<file path="config.mk">
export PLATFORM = sky130hd
export DESIGN_NAME = evt_burst_gen
export DESIGN_NICKNAME = d
export VERILOG_FILES = /design/src/rtl/evt_pkg.sv /design/src/rtl/evt_counter.sv /design/src/rtl/evt_burst_gen.sv
export SDC_FILE = /design/constraint.sdc
export NUM_CORES = 1
export LEC_CHECK = 0
export CAP_MARGIN = 25
export CORE_MARGIN = 10
export CORE_UTILIZATION = 45
export CTS_CLUSTER_SIZE = 40
export DETAILED_ROUTE_END_ITERATION = 12
export PLACE_DENSITY = 0.76
export SETUP_SLACK_MARGIN = 0.5
export SLEW_MARGIN = 20
export SYNTH_ARGS = -nofsm -noshare
export SYNTH_HDL_FRONTEND = slang
export SYNTH_SLANG_ARGS = --single-unit
</file>
<file path="constraint.sdc">
create_clock -name clk_in -period 6.22 [get_ports clk_in]
set_input_delay 1.244 -clock clk_in [delete_from_list [all_inputs] [get_ports clk_in]]
set_output_delay 1.244 -clock clk_in [all_outputs]
set_load 0.02 [all_outputs]
</file>
<file path="src/rtl/evt_pkg.sv">
// Shared types and width helpers for the event-strobe burst generator and its counter.
package evt_pkg;

  typedef enum logic [1:0] {IDLE, EMIT, GAP, DONE} evt_gen_state_t;

  localparam int DEF_MAX_COUNT  = 255;
  localparam int DEF_MAX_PERIOD = 65535;

  function automatic int count_width(input int max_count);
    return $clog2(max_count + 1);
  endfunction

  function automatic int period_width(input int max_period);
    return $clog2(max_period + 1);
  endfunction

  // A single-event counter still needs one bit of index.
  function automatic int idx_width(input int max_count);
    return (max_count > 1) ? $clog2(max_count) : 1;
  endfunction

endpackage

</file>
<file path="src/rtl/evt_counter.sv">
// Modulo-MAX_COUNT event counter: advances once per cycle that evt_in is high.
module evt_counter
  import evt_pkg::*;
#(
  parameter int  MAX_COUNT = DEF_MAX_COUNT,
  localparam int IW        = idx_width(MAX_COUNT)
) (
  input  logic          clk_in,
  input  logic          rst_in,
  input  logic          evt_in,
  output logic [IW-1:0] count_out
);

  localparam logic [IW-1:0] LAST = IW'(MAX_COUNT - 1);

  logic [IW-1:0] count_q, count_d;

  always_comb begin
    count_d = count_q;
    if (evt_in) begin
      count_d = (count_q == LAST) ? '0 : count_q + IW'(1);
    end
  end

  always_ff @(posedge clk_in) begin
    if (rst_in) begin
      count_q <= '0;
    end else begin
      count_q <= count_d;
    end
  end

  assign count_out = count_q;

endmodule

</file>
<file path="src/rtl/evt_burst_gen.sv">
// Event-strobe transmitter: accepts {count, period} and emits count one-cycle
// evt_out pulses spaced period cycles apart, tagged 0..count-1 on evt_idx_out.
module evt_burst_gen
  import evt_pkg::*;
#(
  parameter int  MAX_COUNT  = DEF_MAX_COUNT,
  parameter int  MAX_PERIOD = DEF_MAX_PERIOD,
  localparam int CW         = count_width(MAX_COUNT),
  localparam int PW         = period_width(MAX_PERIOD),
  localparam int IW         = idx_width(MAX_COUNT)
) (
  input  logic           clk_in,
  input  logic           rst_in,
  input  logic           cmd_valid_in,
  output logic           cmd_ready_out,
  input  logic [CW-1:0]  cmd_count_in,
  input  logic [PW-1:0]  cmd_period_in,
  input  logic           abort_in,
  output logic           evt_out,
  output logic [IW-1:0]  evt_idx_out,
  output logic           busy_out,
  output logic           done_out,
  output logic           aborted_out,
  output evt_gen_state_t state_dbg_out
);

  // Handshake: a command transfers on any rising clk_in edge where
  // cmd_valid_in && cmd_ready_out; the master keeps valid and payload stable
  // until that edge, and ready is only offered in IDLE outside reset.

  localparam logic [CW-1:0] COUNT_MAX = CW'(MAX_COUNT);

  evt_gen_state_t state_q, state_d;
  logic [CW-1:0]  count_q, count_d;
  logic [PW-1:0]  period_q, period_d;
  logic [PW-1:0]  gap_q, gap_d;
  logic           aborted_q, aborted_d;

  logic           accept;
  logic [CW-1:0]  count_clamped;
  logic           last_pulse;
  logic           idx_rst;
  logic           idx_evt;
  logic [IW-1:0]  idx;

  assign cmd_ready_out = (state_q == IDLE) && !rst_in;
  assign accept        = cmd_valid_in && cmd_ready_out;
  assign count_clamped = (cmd_count_in > COUNT_MAX) ? COUNT_MAX : cmd_count_in;
  assign last_pulse    = (CW'(idx) == count_q - CW'(1));

  always_comb begin
    state_d   = state_q;
    count_d   = count_q;
    period_d  = period_q;
    gap_d     = gap_q;
    aborted_d = 1'b0;
    case (state_q)
      IDLE: begin
        if (accept) begin
          count_d  = count_clamped;
          period_d = (cmd_period_in == '0) ? PW'(1) : cmd_period_in;
          state_d  = (count_clamped == '0) ? DONE : EMIT;
        end
      end
      EMIT: begin
        // Abort wins over the last-pulse exit so aborted_out reports it.
        if (abort_in) begin
          state_d   = DONE;
          aborted_d = 1'b1;
        end else if (last_pulse) begin
          state_d = DONE;
        end else if (period_q == PW'(1)) begin
          state_d = EMIT;
        end else begin
          gap_d   = period_q - PW'(1);
          state_d = GAP;
        end
      end
      GAP: begin
        if (abort_in) begin
          state_d   = DONE;
          aborted_d = 1'b1;
        end else if (gap_q == PW'(1)) begin
          state_d = EMIT;
        end else begin
          gap_d = gap_q - PW'(1);
        end
      end
      DONE: begin
        state_d = IDLE;
      end
      default: begin
        state_d = IDLE;
      end
    endcase
  end

  always_ff @(posedge clk_in) begin
    if (rst_in) begin
      state_q   <= IDLE;
      count_q   <= '0;
      period_q  <= '0;
      gap_q     <= '0;
      aborted_q <= 1'b0;
    end else begin
      state_q   <= state_d;
      count_q   <= count_d;
      period_q  <= period_d;
      gap_q     <= gap_d;
      aborted_q <= aborted_d;
    end
  end

  // The index advances only after a pulse that is followed by another one.
  assign idx_rst = rst_in || accept;
  assign idx_evt = (state_q == EMIT) && ((state_d == EMIT) || (state_d == GAP));

  evt_counter #(
    .MAX_COUNT (MAX_COUNT)
  ) u_idx_cnt (
    .clk_in    (clk_in),
    .rst_in    (idx_rst),
    .evt_in    (idx_evt),
    .count_out (idx)
  );

  assign evt_out       = (state_q == EMIT);
  assign evt_idx_out   = idx;
  assign busy_out      = (state_q != IDLE);
  assign done_out      = (state_q == DONE);
  assign aborted_out   = aborted_q;
  assign state_dbg_out = state_q;

endmodule

</file>
== Word level (Yosys, flattened, before mapping) ==
Index checks and enable logic that the tools add are counted.
Storage, ports and cells
  register bits: 51
  output and inout bits: 15
  word-level logic and storage cells: 59
Cells by class
  add/subtract/negate cells: 4
  order comparisons: 1
  equal/unequal tests: 14
  multiplexer cells: 18
  bitwise gates (word level): 1
  reduce and logical (&&, ||, !) cells: 15
Operator list (count)
  2-to-1 mux 16 bit: 6
  equality test 16 x 1 -> 1 bit (second input constant): 2
  case mux 16 bit (2 select lines): 1
  subtractor 16 x 1 -> 16 bit (second input constant): 2
  logical NOT 16 bit: 1
  2-to-1 mux 8 bit: 2
  2-to-1 mux 2 bit: 7
  != test 2 bit (second input constant): 5
  adder 8 x 1 -> 8 bit (second input constant): 1
  equality test 8 bit: 1
  equality test 8 bit (second input constant): 1
  > comparator 8 bit (second input constant): 1
  logical NOT 8 bit: 1
  case mux 2 bit (4 select lines): 1
  subtractor 8 x 1 -> 8 bit (second input constant): 1
  equality test 2 bit (second input constant): 3
  AND reduction 6 bit: 1
  equality test 2 x 1 -> 1 bit (second input constant): 2
  nonzero test 2 bit: 2
  OR reduction 2 bit: 2
  logical AND 1 bit: 3
  logical NOT 2 bit: 1
  logical OR 1 bit: 2
  AND reduction 2 bit: 1
  3 further kinds: 3

== Logic depth before layout (Yosys ltp) ==
  word-level depth: 9
  mapped depth: 12
  mapped depth without buffers: 10

== By module ==
From an unflattened synthesis, not the netlist that was laid out.
Second synthesis, totals
  cells, all modules: 414
  area total of the unflattened synthesis: 3286.9 µm²
By module, submodules not included
  evt_burst_gen: times used 1, cells each 372, area an instance 2894.0 µm², sequential area each 860.8 µm²
  evt_counter: times used 1, cells each 42, area an instance 392.9 µm², sequential area each 160.2 µm²

== Worst setup path after synthesis ==
No wires, ideal clock.
  path kind: in2reg
  start point: input rst_in
  end point: register u_idx_cnt.count_q[4], in the netlist u_idx_cnt.count_out[4]
  setup time: 0.117 ns
  arrival time: 3.098 ns
  setup slack: 3.005 ns
  cell stages on the path: 9
  cells stage by stage: nor2b_1 nand2_1 a22oi_1 o21ai_0 o2bb2a_2 a211oi_2 buf_6 o21ai_2 a32o_1
On the way
  cells in the longest elaborated chain, start to end: 8
Ends and longest elaborated chain
  start, declared: RTL line evt_burst_gen.sv:13  | input logic rst_in,
  logical NOT 1 bit: RTL line evt_burst_gen.sv:46  | assign cmd_ready_out = (state_q == IDLE) && !rst_in;
  logical AND 1 bit: RTL line evt_burst_gen.sv:46
  logical AND 1 bit: RTL line evt_burst_gen.sv:47  | assign accept = cmd_valid_in && cmd_ready_out;
  2-to-1 mux 2 bit: RTL line evt_burst_gen.sv:59  | if (accept) begin
  case mux 2 bit (4 select lines): RTL line evt_burst_gen.sv:57  | case (state_q)
  equality test 2 x 1 -> 1 bit / equality test 2 bit (equally long branches): RTL line evt_burst_gen.sv:116  | assign idx_evt = (state_q == EMIT) && ((state_d == EMIT) || (state_d == GAP));
  logical OR 1 bit: RTL line evt_burst_gen.sv:116
  logical AND 1 bit: RTL line evt_burst_gen.sv:116
  end signal, assigned: RTL line evt_counter.sv:29  | count_q <= count_d;
  end, declared: RTL line evt_counter.sv:16  | logic [IW-1:0] count_q, count_d;
Parallel ways exist; a longest one is shown, timed or not.
A chain may end at the register's enable or synchronous reset.

== Worst setup path in the final report ==
  start point: input rst_in
  end point: register u_idx_cnt.count_q[2], in the netlist u_idx_cnt.count_out[2]
Same word-level chain as after synthesis.

==> flow_summary.toml <==
[run_status]
outcome = "completed"

[critical_path]
worst_setup_path_end_kind = "register"
slowest_stage = "nand2_1"
critical-path-max-stage-delay_ns = 0.51
data_required_time_of_the_worst_path_ns = 6.43
worst_path_dominant_cell_family = "compound AO/OA/AOI/OAI gates"
worst-path-buf-inv = 3
worstPathArrival_ns = 4.40
start_kind = "primary input"
worstPathMaxFanout = 24
crit_type = "primary input to register"
cp_cell_sequence = "clkdlybuf4s50_1 > buf_4 > nor2b_1 > nand2_1 > a22oi_1 > o21ai_0 > o2bb2a_2 > a211oi_2 > buf_4 > o22ai_1 > a32o_1"
path_common_cell = "buf_4"

[power_and_ir_drop]
ir_drop_v = 0.0001672
power_density_mw_per_mm2 = 396.5
static-leakage-power_nw = 1.510
clock_power_share = 0.130
cellInternalPower_uw = 818.0
p_seq_frac = 0.311
p_switching_uw = 696.5
power.switching_fraction = 0.4599
pwr-share-comb = 0.559

[grt]
grt_antenna_before_repair = 0
vias_in_the_first_global_route = 2913
groute.usage.overall = 0.1460
first_pass_grt_wire_length_um = 13860
grt_max_degree = 52
grt_overflow = 0

[placement]
hpwlAfterDp_um = 6045
gp_routability_congestion = 0.8622
dpl_worst_slack_ns = 1.557
port_buffers = 42

[synth]
post_synth.cell_area_avg_um2 = 7.716
share_of_flip_flops_with_an_asynchronous_set_or_reset_after_synthesis = 0
synth_fp_nets = 460
dominantRegCellSynth = "dfxtp_1"
synth_cell_type_count = 70
synthesis.area_mm2 = 0.003241
synth.ff_latch_count = 51
synth-edff-count = 0
synth_seq_area_share = 0.3151
netlist_instances = 420
yosysWarnings = 0

[detailed_routing]
detail_route.wl_per_cell_um = 15.05
drt-vias-per-instance = 5.710
drt_first_iter_violations = 197
antenna_violating_nets_post_route = 0
finalWirelength_um = 8263
drt_pass1_iterations = 5
route.vias.total = 3135
drcViolationCount = 0

[finish]
drive_gt1_frac = 0.05519
finish.net_count = 492
antenna_cells = 0
layout_common_cells = "nand2_1 (73), dfxtp_1 (51), clkdlybuf4s50_1 (42)"
layout.cells.most_common = "nand2_1"
area_growth_syn_to_layout_pct = 17.88

[sta]
max_slew.worst_pin.slew_ns = 0.9932
finalWorstPathRequiredPeriod_ns = 4.185
postLayoutSetupSlackWorst_ns = 2.035
final-hold-violation-count = 0
grt_setup_unrepaired = "no"
timing.slew.headroom = 0.3379
final.period_utilization = 0.6729
maxSlewViolCount = 0
tns_ns = 0
timing.clock.skew_ns = 0.008231
report.final.setup_viol = 0
fmaxAchievable_mhz = 238.9

[clock_network]
number_of_buffers_created_by_cts = 5
clock_transition_at_the_registers_of_the_reported_paths_ns = 0.10
cts.path.max_buffers = 2
clock_tree.htree_level_count = 2
worst_skew_pair_latency_ns = 0.31
cts-hold-fix-buffers = 0
ctsRootBufferMaster = "clkbuf_8"
cts.repair_timing.setup_buffer_count = 0
cts_tree = "yes"
tritoncts_sink_count = 51
ctsResizeCount = 0

[floorplanning]
initial_cell_density_of_the_core = 0.4692
io_pins = 43
core.rowCount = 30
design.core.area_mm2 = 0.006907
dieArea_mm2 = 0.01100
die_h_um = 104.9
die_w_um = 104.9

[min_path]
hold_path.class = "register to register"

[flow_run]
timing.max_cap.violations = 0
-- path summary, 6_finish.rpt --
kind                                     from                             endpoint  slack, ns  depth (start not counted)
setup / recovery                       rst_in  u_idx_cnt.count_out[2]$_SDFFE_PP0P_       2.03                         11
hold / removal        count_q[7]$_SDFFE_PP0P_              count_q[7]$_SDFFE_PP0P_       0.47                          2
setup reg to reg  state_dbg_out[1]$_SDFF_PP0_  u_idx_cnt.count_out[2]$_SDFFE_PP0P_       2.90                         11
hold reg to reg       count_q[7]$_SDFFE_PP0P_              count_q[7]$_SDFFE_PP0P_       0.47                          2
-- registers in the layout (all words and copies together), names as in the netlist --
| name | count |
|---|---|
| aborted_out | 1 |
| count_q | 8 |
| gap_q | 16 |
| period_q | 16 |
| state_dbg_out | 2 |
| u_idx_cnt.count_out | 8 |
-- Yosys cell counts, types with 7 or more instances --
cell      count  area share
o32ai_1       8       0.022
nor2_1       22       0.025
ha_1         12       0.046
nor3_1       12       0.019
o21ai_0       9       0.014
xnor2_1      10       0.027
nand2_1      73       0.085
inv_1        19       0.022
nand2b_1      7       0.014
nor4_1       14       0.027
a21oi_1      23       0.036
clkbuf_1     14       0.016
xor2_1       10       0.027
o21ai_1       7       0.011
dfxtp_1      51        0.32
or3_1        10       0.019
nand3_1      29       0.045
-- power by group through the flow --
stage	logic [mW]	clock network, mW	registers (mW)
CTS	0.837	0.200	0.469
global placement	0.815	0	0.474
floorplan	0.644	0	0.467
finish	0.846	0.197	0.472
detailed placement	0.832	0	0.477
global route	0.943	0.216	0.483
-- stage by stage --
stage          hold slack [ns]  std cells  cell area [um^2]  power [mW]    util
2_1_floorplan           0.4454        420              3241       1.111       -
3_3_place_gp            0.4553        539              3709       1.289  0.5370
3_5_place_dp            0.4602        539              3709       1.309  0.5370
4_1_cts                 0.4782        547              3797       1.506  0.5498
5_1_grt                 0.5128        549              3820       1.642  0.5531
6_report                0.4745        549              3820       1.515  0.5531
-- kinds of logic (layout without fill, tap and decap cells) --
family | after synthesis | count (layout) | synth area share
buffers and inverters | 41 | 74 | 0.05135
adders and majority gates | 12 | 12 | 0.04633
and+or+nand+nor | 197 | 197 | 0.3046
AOI/OAI and AO/OA | 96 | 96 | 0.2193
DFF | 51 | 51 | 0.3151
muxes | 3 | 3 | 0.009267
xor gates and xnor gates | 20 | 20 | 0.05405
-- tightest hold or removal path, cell delays in order (launching register included) --
cell and delay [ns]:
dfxtp_1 0.33, nand3_1 0.06, nand2_1 0.05
-- cell type report --
type	count	area (um^2)
clock buffer	5	68.82
clock inverter	3	20.02
fill	664	3087
inverter	19	71.32
multi-input combinational	328	2053
sequential	51	1021
tap	96	120.1
timing repair buffer	47	465.4
-- routing by layer --
metal  global-route usage  wire length, um
met5                    0                0
met1               0.2095             4101
met4              0.03725               61
met3              0.02580              436
met2               0.2180             3664
(Power assumes the default switching activity.)
